--- src/rtl/seg_scan_controller_pkg.sv ---
// Shared constants for the 4-digit multiplexed seven-segment scanner.
// Glyphs are active-low, bit 0 = segment a through bit 6 = segment g.
package seg_scan_controller_pkg;

    localparam int NUM_DIGITS = 4;
    localparam int NUM_PHASES = 8;
    localparam int DIGIT_W    = $clog2(NUM_DIGITS);
    localparam int PHASE_W    = $clog2(NUM_PHASES);

    localparam logic [6:0] GLYPH_0 = 7'b1000000;
    localparam logic [6:0] GLYPH_1 = 7'b1111001;
    localparam logic [6:0] GLYPH_2 = 7'b0100100;
    localparam logic [6:0] GLYPH_3 = 7'b0110000;
    localparam logic [6:0] GLYPH_4 = 7'b0011001;
    localparam logic [6:0] GLYPH_5 = 7'b0010010;
    localparam logic [6:0] GLYPH_6 = 7'b0000010;
    localparam logic [6:0] GLYPH_7 = 7'b1111000;
    localparam logic [6:0] GLYPH_8 = 7'b0000000;
    localparam logic [6:0] GLYPH_9 = 7'b0010000;
    localparam logic [6:0] GLYPH_A = 7'b0001000;
    localparam logic [6:0] GLYPH_B = 7'b0000011;
    localparam logic [6:0] GLYPH_C = 7'b1000110;
    localparam logic [6:0] GLYPH_D = 7'b0100001;
    localparam logic [6:0] GLYPH_E = 7'b0000110;
    localparam logic [6:0] GLYPH_F = 7'b0001110;

    localparam logic [NUM_DIGITS-1:0] AN_OFF   = 4'b1111;
    localparam logic [6:0]            SSEG_OFF = 7'b1111111;

    // Active-low anode select: only the addressed digit's bit is low.
    function automatic logic [NUM_DIGITS-1:0] one_cold(input logic [DIGIT_W-1:0] d);
        return ~(4'b0001 << d);
    endfunction

endpackage

--- src/rtl/seg_scan_controller_hex_to_sseg.sv ---
// Combinational hex nibble to active-low seven-segment glyph decoder.
module hex_to_sseg
    import seg_scan_controller_pkg::*;
(
    input  logic [3:0] hex,
    output logic [6:0] seg
);

    always_comb begin
        seg = SSEG_OFF;
        case (hex)
            4'h0: seg = GLYPH_0;
            4'h1: seg = GLYPH_1;
            4'h2: seg = GLYPH_2;
            4'h3: seg = GLYPH_3;
            4'h4: seg = GLYPH_4;
            4'h5: seg = GLYPH_5;
            4'h6: seg = GLYPH_6;
            4'h7: seg = GLYPH_7;
            4'h8: seg = GLYPH_8;
            4'h9: seg = GLYPH_9;
            4'hA: seg = GLYPH_A;
            4'hB: seg = GLYPH_B;
            4'hC: seg = GLYPH_C;
            4'hD: seg = GLYPH_D;
            4'hE: seg = GLYPH_E;
            4'hF: seg = GLYPH_F;
            default: seg = SSEG_OFF;
        endcase
    end

endmodule

--- src/rtl/seg_scan_controller.sv ---
// Four-digit hex display scanner with PWM brightness, blanking, leading-zero
// suppression and a double-buffered value that commits only at frame end.
module seg_scan_controller
    import seg_scan_controller_pkg::*;
#(
    parameter int REFRESH_DIV = 100000
) (
    input  logic                  clk,
    input  logic                  reset,
    input  logic [15:0]           value,
    input  logic                  load,
    input  logic [NUM_DIGITS-1:0] blank,
    input  logic                  lzs,
    input  logic [2:0]            brightness,
    output logic [NUM_DIGITS-1:0] an,
    output logic [6:0]            sseg,
    output logic                  pending,
    output logic                  frame_tick
);

    localparam int CW = $clog2(REFRESH_DIV);
    localparam logic [CW-1:0] COUNT_MAX = CW'(REFRESH_DIV - 1);

    logic [CW-1:0]           count;
    logic [PHASE_W-1:0]      phase;
    logic [DIGIT_W-1:0]      digit;
    logic [15:0]             active;
    logic [15:0]             pend_buf;
    logic                    tick;
    logic                    frame_end;
    logic [NUM_DIGITS-1:0]   suppress;
    logic                    lit;
    logic [6:0]              glyph;

    assign tick      = (count == COUNT_MAX);
    assign frame_end = tick && (digit == DIGIT_W'(NUM_DIGITS - 1))
                            && (phase == PHASE_W'(NUM_PHASES - 1));

    always_ff @(posedge clk or posedge reset) begin
        if (reset) begin
            count <= '0;
            phase <= '0;
            digit <= '0;
        end else if (tick) begin
            count <= '0;
            phase <= phase + 1'b1;
            if (phase == PHASE_W'(NUM_PHASES - 1))
                digit <= digit + 1'b1;
        end else begin
            count <= count + 1'b1;
        end
    end

    // A load on the commit tick still lets the previous pending value commit.
    always_ff @(posedge clk or posedge reset) begin
        if (reset) begin
            active     <= '0;
            pend_buf   <= '0;
            pending    <= 1'b0;
            frame_tick <= 1'b0;
        end else begin
            frame_tick <= frame_end;
            if (frame_end && pending)
                active <= pend_buf;
            if (load) begin
                pend_buf <= value;
                pending  <= 1'b1;
            end else if (frame_end) begin
                pending  <= 1'b0;
            end
        end
    end

    generate
        for (genvar gi = 0; gi < NUM_DIGITS; gi++) begin : g_sup
            if (gi == 0) begin : g_first
                assign suppress[gi] = 1'b0;
            end else begin : g_upper
                assign suppress[gi] = lzs && (active[4*NUM_DIGITS-1:4*gi] == '0);
            end
        end
    endgenerate

    assign lit = (phase <= brightness) && !blank[digit] && !suppress[digit];

    hex_to_sseg u_hex (
        .hex (active[{digit, 2'b00} +: 4]),
        .seg (glyph)
    );

    always_ff @(posedge clk or posedge reset) begin
        if (reset) begin
            an   <= AN_OFF;
            sseg <= SSEG_OFF;
        end else if (lit) begin
            an   <= one_cold(digit);
            sseg <= glyph;
        end else begin
            an   <= AN_OFF;
            sseg <= SSEG_OFF;
        end
    end

endmodule

--- config.mk ---
export PLATFORM = sky130hd
export DESIGN_NAME = seg_scan_controller
export DESIGN_NICKNAME = d
export VERILOG_FILES = /design/src/rtl/seg_scan_controller_pkg.sv /design/src/rtl/seg_scan_controller_hex_to_sseg.sv /design/src/rtl/seg_scan_controller.sv
export SDC_FILE = /design/constraint.sdc
export NUM_CORES = 1
export LEC_CHECK = 0
export ABC_AREA = 1
export BUFFER_PORTS_ARGS = -buffer_cell sky130_fd_sc_hd__buf_2
export CAP_MARGIN = 20
export CORE_ASPECT_RATIO = 0.6
export CORE_MARGIN = 1.5
export CORE_UTILIZATION = 40
export DETAILED_ROUTE_END_ITERATION = 6
export GPL_TIMING_DRIVEN = 0
export PLACE_DENSITY_LB_ADDON = 0.2
export SYNTH_ARGS = -nofsm -noshare
export SYNTH_HDL_FRONTEND = slang
export SYNTH_HIERARCHICAL = 1
export SYNTH_SLANG_ARGS = --single-unit
--- constraint.sdc ---
create_clock -name clk -period 2.3 [get_ports clk]
set_clock_uncertainty 0.15 [all_clocks]
set_input_delay 0.23 -clock clk [delete_from_list [all_inputs] [get_ports clk]]
set_output_delay 0.23 -clock clk [all_outputs]
set_load 0.01 [all_outputs]
Word level (Yosys, flattened, before mapping)

Memories as Yosys holds them, arrays and structs flattened.
Cells that the tools add are included.

Input port bits: 27
Bits in registers: 67
Output and inout port bits: 13
Word-level logic and storage cells: 45
Memories: 1
ROM bits: 112

Shift operators: 2
Muxes and demuxes: 9
Equal/unequal tests: 3
Reductions and logical operators: 15
$lt $le $gt $ge: 2
Add/subtract/negate cells: 3
Bitwise gates (word level): 1

Memories:

| name             | words | width | read ports | clocked after memory_dff | wr ports | line                                  | RTL |
|---|---|---|---|---|---|---|---|
| (name not given) | 16    | 7     | 1          | 0                        | 0        | seg_scan_controller_hex_to_sseg.sv:11 | `case (hex)` |

Operators by type and width:

| kind                    | count |
|---|---|
| $add A17 B1 Y17 const B | 1 |
| $eq A17 B17 Y1 const B  | 1 |
| $mux W17                | 1 |
| $shiftx A16 B5 Y4       | 1 |
| $logic_not A12 Y1       | 1 |
| $logic_and A1 B1 Y1     | 8 |
| $logic_not A8 Y1        | 1 |
| $mux W7                 | 1 |
| $bmux W1 S2             | 2 |
| $logic_not A4 Y1        | 1 |
| $mux W1                 | 4 |
| $mux W4                 | 1 |
| $not A4 Y4              | 1 |
| $shl A1 B2 Y4 const A   | 1 |
| $add A3 B1 Y3 const B   | 1 |
| $eq A3 B3 Y1 const B    | 1 |
| $le A3 B3 Y1            | 1 |
| $lt A2 B3 Y1 const B    | 1 |
| $add A2 B1 Y2 const B   | 1 |
| $eq A2 B2 Y1 const B    | 1 |
| $logic_not A1 Y1        | 2 |
| $reduce_and A2 Y1       | 1 |
| $reduce_bool A2 Y1      | 1 |

Longest topological paths before layout

Gate-level depths: netlist (run 1).

Depth after elaboration: 7
Mapped depth: 11
Mapped depth without buffers: 11

By module

Netlist (run 1), hierarchy kept.

By module, submodules not included:

| module              | area each (sq um) | sequential area each (sq um) | cells each | times used |
|---|---|---|---|---|
| seg_scan_controller | 3288.2            | 1690.4                       | 384        | 1 |
| hex_to_sseg         | 274.0             | 0.0                          | 49         | 1 |

Worst setup path before layout (run 1)

OpenSTA, ideal clock, no wires.

Path kind: register -> register
From: reg digit[0]
To: reg sseg[3]
Cell stages (with the launch flop): 10
Setup slack: 0.132 ns
Period minus slack after synthesis: 2.168 ns
Data arrival time: 1.928 ns
Cell sequence: dfrtp_1 > clkbuf_1 > o21ai_0 > o21ai_0 > inv_1 > ha_1 > nand2_1 > nand3_1 > nand2_1 > nand3b_1

Elaborated cells on any way between the ends: 11
Classes of those cells: shift (1); mux (5); reduce/logical (4); memory (1)

RTL lines:

| what                   | line                      | RTL |
|---|---|---|
| start, declared        | seg_scan_controller.sv:26 | `logic [DIGIT_W-1:0] digit;` |
| start signal, assigned | seg_scan_controller.sv:48 | `digit <= digit + 1'b1;` |
| $shiftx A16 B5 Y4      | seg_scan_controller.sv:87 | `.hex (active[{digit, 2'b00} +: 4]),` |
| $mem_v2 Z16 W7         | --                        |  |
| named net glyph[3]     | seg_scan_controller.sv:33 | `logic [6:0] glyph;` |
| $mux W7                | seg_scan_controller.sv:95 | `end else if (lit) begin` |
| end signal, assigned   | seg_scan_controller.sv:97 | `sseg <= glyph;` |
| end, declared          | seg_scan_controller.sv:16 | `output logic [6:0] sseg,` |

The timed path passes the listed nets, and every way through them passes these cells. The select of a mux whose other input is x is not followed.
A chain may end at the register's enable or synchronous reset.

Worst setup path after layout (run 1)

Same ends and word-level chain as after synthesis.

==> impl_metrics.py, run 1 <==
metrics = {
    "route": {
        "wl_um": 8040,
        "final_antenna_net_count": 0,
        "vias_per_cell": 4.72,
        "dr.pass1.iters": 5,
        "drt_iter0_drc": 225,
        "drc_errors": 0,
        "vias": 2920,
        "routedWlPerCell_um": 13.0,
    },
    "flow_run": {
        "max-cap-violations": 0,
    },
    "timing": {
        "relSlewSlack_pct": 44.4,
        "finalSetupViolations": 0,
        "finalHoldViolCount": 0,
        "clock.fmax_ghz": 0.468,
        "tightest_slew_ns": 0.833,
        "setup_tns_ns": 0,
        "drv_slew": 0,
        "fin_crit_sh_pct": 92.9,
        "period_minus_slack_ns": 2.14,
    },
    "synthesis": {
        "synth_area_leader_cell": "dfrtp_1",
        "ys_ff_latch": 67,
        "ys_types": 37,
        "postSynthCellCount": 433,
        "ys_seq_area_share_pct": 47.5,
        "postSynthNetCount": 477,
        "yosysWarnings": 6,
        "netlist_area_um2": 3560,
        "netlist.area_leader.share_pct": 39.3,
        "ys_top_cells_by_area": "dfrtp_1, nand2_1, dfstp_2, ha_1, nor2_1",
        "avgSynthCellArea_um2": 8.23,
    },
    "clock_network": {
        "clk_latency_ns": 0.34,
        "cts-htree-levels": 3,
        "path_clk_slew_ns": 0.06,
        "numCtsBuffers": 9,
        "cts_tree": "built",
        "clkSinkCount": 67,
        "clockBufferDepth": 2,
        "cts-root-buf": "clkbuf_16",
    },
    "power_and_ir_drop": {
        "irDropWorstVdd_uv": 383,
        "internal_power_mw": 2.03,
        "p_sw_mw": 0.604,
        "p_leak_nw": 2.26,
        "swShare_pct": 22.9,
        "seq_power_share_pct": 46.9,
        "combPwrFrac_pct": 4.9,
        "p_per_area_nw_per_um2": 602,
        "pwr-share-clk_pct": 48.2,
        "finalPower_mw": 2.63,
    },
    "floorplan": {
        "pin_count": 40,
        "start_util_pct": 41.5,
        "std_cell_rows": 26,
        "die_h_um": 76.1,
        "dieArea_um2": 9500,
        "die_w_um": 125,
        "coreArea_um2": 8590,
    },
    "global_route": {
        "gr-usage-all-layers_pct": 18.7,
        "grt_max_degree": 68,
        "grt_remaining_overflow": 0,
        "antenna_found_initial": 0,
        "grt_pass1_wl_um": 14000,
        "grt_pass1_vias": 2849,
    },
    "setup_path": {
        "path_buf_inv": 3,
        "path_cells": "inv_1, buf_2, nor2_1, o22ai_2, inv_1, ha_1, nand2_1, nand3_1, nand2_1, nand3b_1",
        "crit_type": "flip-flop to flip-flop",
        "crit_fanout": 11,
        "cp_top_family": "buffers and inverters",
        "cp_slowest_cell": "dfrtp_1",
        "worst_ep_arrival_time_ns": 2.23,
        "crit_path_start_kind": "flip-flop",
        "max_stage_delay_ns": 0.42,
        "crit_required_ns": 2.40,
        "crit_path_end_kind": "flip-flop",
    },
    "cells_and_area": {
        "drive_gt1_share_pct": 20.5,
        "layout_commonest_cell": "nand2_1",
        "antenna_cells": 0,
        "area_delta_synth_final_pct": 22.9,
        "nFillCells": 853,
        "mostFrequentLayoutCells": "nand2_1, dfrtp_1, buf_2",
        "final_nets": 546,
    },
    "placed_design": {
        "hpwl_um": 5950,
        "io_buffers": 38,
        "gp_congestion": 0.947,
    },
    "worst_hold_path": {
        "hold_path_class": "input port to flip-flop",
    },
    "outcome": {
        "status": "finished, final reports clean",
    },
}
## synth_stat cells, drive strengths merged
cell type	instances
a21oi	5
a31oi	1
buf	9
clkbuf	7
clkinv	2
dfrtp	56
dfstp	11
ha	17
inv	40
nand2	146
nand3	23
nand3b	7
nand4	22
nor2	47
nor3	4
nor3b	1
nor4	1
o21a	1
o21ai	23
o22ai	4
or2	1
xor2	5
## cells by family after synthesis
kind of cell / after synthesis / synth area share (%)
simple gates: 252 / 32.6
flops: 67 / 47.5
buf+inv: 58 / 7.62
compound gates: 34 / 5.13
fa+ha+maj: 17 / 5.97
xor+xnor: 5 / 1.23
## worst register-to-register path: stages, from the launching register on
cell      delay, ns
dfrtp_1        0.42
inv_1          0.11
buf_2          0.24
nor2_1         0.09
o22ai_2        0.21
inv_1          0.15
ha_1           0.34
nand2_1        0.06
nand3_1        0.08
nand2_1        0.06
nand3b_1       0.14
## layout make-up
| type | instances | area, um2 | area share (%) |
|---|---|---|---|
| inverter | 42 | 161 | 3.69 |
| timing repair buffer | 58 | 383 | 8.74 |
| buffer | 16 | 114 | 2.60 |
| multi-input combinational | 308 | 1610 | 36.8 |
| tap | 112 | 140 | 3.20 |
| clock inverter | 6 | 41.3 | 0.943 |
| sequential | 67 | 1690 | 38.6 |
| clock buffer | 10 | 239 | 5.46 |
## power groups by stage
stage,Clock (mW),Combinational (mW),Sequential (mW)
finish,1.27,0.128,1.24
CTS,1.31,0.131,1.23
detailed placement,0,0.110,1.26
global route,1.36,0.149,1.24
global placement,0,0.106,1.25
floorplan,0,0.0581,1.26
## final timing paths
kind | start | end | slack, ns | cells past startpoint
setup / recovery | digit[0] | sseg[3] | 0.16 | 10
hold / removal | lzs | sseg[6] | 0.08 | 3
max in group asynchronous | reset | pend_buf[14] | 0.99 | 3
setup reg to reg | digit[0] | sseg[3] | 0.16 | 10
hold reg to reg | count[0] | count[0] | 0.31 | 1
min in group asynchronous | reset | count[2] | 0.46 | 3
## routing by layer
layer | share of wire [%] | GRT usage, % | vias up
met4 | 1.3 | 5.80 | 0
met3 | 7.2 | 5.55 | 11
met2 | 35 | 23.6 | 96
met5 | 0 | 0 | -
li1 | - | - | 1530
met1 | 57 | 29.7 | 1283
## what timing repair did
action | 4_1_cts | 5_1_grt
buffers inserted | 0 | 3
pin swaps | 0 | 1
setup endpoints to repair | 7 | 7
endpoints found under the hold margin | 72 | 0
gates resized for setup | 3 | 2
hold buffers | 17 | 0
gates cloned | 0 | 0
## flip-flops by register name, summed over array words and instances (netlist names)
register / flops
active: 16
an: 4
count: 17
digit: 2
frame_tick: 1
pend_buf: 16
pending: 1
phase: 3
sseg: 7
## through the flow
| step | cells | util, % | setup slack (ns) | hold slack (ns) | area (um2) |
|---|---|---|---|---|---|
| finish | 619 | 51.0 | 0.164 | 0.0804 | 4380 |
| global route | 619 | 51.0 | -0.000567 | 0.126 | 4380 |
| global placement | 583 | 45.3 | -0.603 | 0.280 | 3890 |
| floorplan | 433 | - | 0.132 | 0.197 | 3560 |
| detailed placement | 583 | 45.4 | -0.298 | 0.288 | 3890 |
| CTS | 616 | 50.7 | 0.00651 | 0.0661 | 4350 |
No activity file was read; power rests on OpenSTA's default activity.
==> run 2, diff against run 1 <==
--- a/config.mk
+++ b/config.mk
@@ -13,7 +13,7 @@
 export CORE_UTILIZATION = 40
 export DETAILED_ROUTE_END_ITERATION = 6
 export GPL_TIMING_DRIVEN = 0
-export PLACE_DENSITY_LB_ADDON = 0.2
+export PLACE_DENSITY = 0.57
 export SYNTH_ARGS = -nofsm -noshare
 export SYNTH_HDL_FRONTEND = slang
 export SYNTH_HIERARCHICAL = 1
==> run 2 against run 1 <==
Against the previous run:
- clock power grew 8%
- final cell count is the same
- sequential power is essentially flat
- first-iteration DRC count shrank 23%
- sequential share of layout area shrank 0.24 points
==> impl_metrics.py, run 2 (synthesis gave the netlist of run 1 again) <==
metrics = {
    "outcome": {
        "status": "finished, final reports clean",
    },
    "setup_path": {
        "worst_ep_arrival_time_ns": 2.24,
        "crit_required_ns": 2.38,
        "crit_type": "flip-flop to flip-flop",
        "r2r_slack_ns": 0.15,
        "crit_fanout": 10,
        "crit_path_start_kind": "flip-flop",
        "crit_path_end_kind": "flip-flop",
    },
    "floorplan": {
        "die_w_um": 125,
        "dieArea_um2": 9500,
        "std_cell_rows": 26,
        "coreArea_um2": 8590,
        "start_util_pct": 41.5,
        "die_h_um": 76.1,
        "pin_count": 40,
    },
    "timing": {
        "clock.fmax_ghz": 0.464,
        "finalHoldViolCount": 0,
        "setup_tns_ns": 0,
        "relSlewSlack_pct": 46.2,
        "period_minus_slack_ns": 2.15,
        "finalSetupViolations": 0,
        "fin_crit_sh_pct": 93.6,
        "tightest_slew_ns": 0.807,
        "drv_slew": 0,
    },
    "clock_network": {
        "path_clk_slew_ns": 0.06,
        "cts-root-buf": "clkbuf_16",
        "clkSinkCount": 67,
        "cts-htree-levels": 3,
        "cts_tree": "built",
        "clockBufferDepth": 2,
        "clk_latency_ns": 0.33,
        "numCtsBuffers": 9,
    },
    "cells_and_area": {
        "final_nets": 546,
        "layout_commonest_cell": "nand2_1",
        "nFillCells": 824,
        "largest_register": "count",
        "utilization_pct": 51.3,
        "antenna_cells": 0,
        "top_regs": "count x17, active x16, pend_buf x16",
        "largest_reg_flops": 17,
        "area_delta_synth_final_pct": 23.7,
        "drive_gt1_share_pct": 20.1,
        "seqCellArea_um2": 1690,
        "fin_area_um2": 4410,
        "mostFrequentLayoutCells": "nand2_1, dfrtp_1, buf_2",
        "multi_input_area_um2": 1610,
        "final_cell_count_no_fill": 619,
    },
    "flow_run": {
        "max-cap-violations": 0,
    },
    "placed_design": {
        "dp.cells": 583,
        "hpwl_um": 5910,
        "gp_congestion": 0.872,
        "dpl_cell_area_um2": 3890,
        "io_buffers": 38,
    },
    "worst_hold_path": {
        "hold_path_class": "input port to flip-flop",
    },
    "global_route": {
        "grt_max_degree": 68,
        "gr-usage-all-layers_pct": 18.0,
        "grt_remaining_overflow": 0,
        "antenna_found_initial": 0,
        "grt_pass1_vias": 2741,
        "grt_pass1_wl_um": 13500,
    },
    "route": {
        "wl_um": 8020,
        "drc_errors": 0,
        "routedWlPerCell_um": 13.0,
        "final_antenna_net_count": 0,
        "vias": 3012,
        "dr.pass1.iters": 4,
        "drt_iter0_drc": 174,
        "vias_per_cell": 4.87,
    },
    "power_and_ir_drop": {
        "finalPower_mw": 2.74,
        "p_per_area_nw_per_um2": 621,
        "irDropWorstVdd_uv": 386,
        "p_leak_nw": 2.28,
    },
}
[run 2: cell type report]
class / count / share of cell area [%]
Inverter: 42 / 3.66
Clock buffer: 12 / 5.82
Multi-Input combinational cell: 308 / 36.5
Sequential cell: 67 / 38.4
Clock inverter: 4 / 1.11
Buffer: 16 / 2.64
Tap cell: 112 / 3.18
Timing Repair Buffer: 58 / 8.69
[run 2: critical path, stage by stage, from the launching register on]
cell and delay, ns:
dfrtp_1 0.41, clkbuf_2 0.25, o21ai_0 0.15, o22ai_2 0.27, inv_1 0.16, ha_1 0.33
nand2_1 0.06, nand3_1 0.07, nand2_1 0.05, nand3b_1 0.16
[run 2: layer usage]
metal / share of wire, % / routed length, um / global-route usage, % / vias up
met5: 0 / 0 / 0 / -
met4: 1.3 / 106 / 5.45 / 0
met3: 7.8 / 625 / 5.27 / 13
met2: 37 / 2950 / 23.0 / 100
met1: 54 / 4340 / 28.5 / 1362
li1: - / - / - / 1537
[run 2: metrics by stage]
| stage | hold slack [ns] | worst slack, ns |
|---|---|---|
| after detailed placement | 0.284 | -0.293 |
| after global placement | 0.281 | -0.596 |
| final | 0.0975 | 0.147 |
| after global routing | 0.117 | -0.00773 |
| after CTS | 0.0799 | 0.0645 |
| after floorplan | 0.197 | 0.132 |
[run 2: report_power, final]
part | switching, mW | internal (mW)
logic | 0.0689 | 0.0575
registers | 0.0185 | 1.22
clock network | 0.481 | 0.894
[run 2: repair_timing]
action | 4_1_cts | 5_1_grt
hold endpoints to repair | 72 | 0
endpoints found under the setup margin | 7 | 3
setup buffers | 0 | 3
cloned | 0 | 0
gates resized for setup | 4 | 2
hold buffers | 17 | 0
pin swaps | 0 | 1
[run 2: path summary, 6_finish.rpt]
path,from,endpoint,depth (start not counted)
setup / recovery,digit[0],sseg[3],9
hold / removal,load,pend_buf[10],3
setup reg to reg,digit[0],sseg[3],9
hold reg to reg,pend_buf[0],pend_buf[0],2
max in group asynchronous,reset,active[1],3
min in group asynchronous,reset,phase[1],3
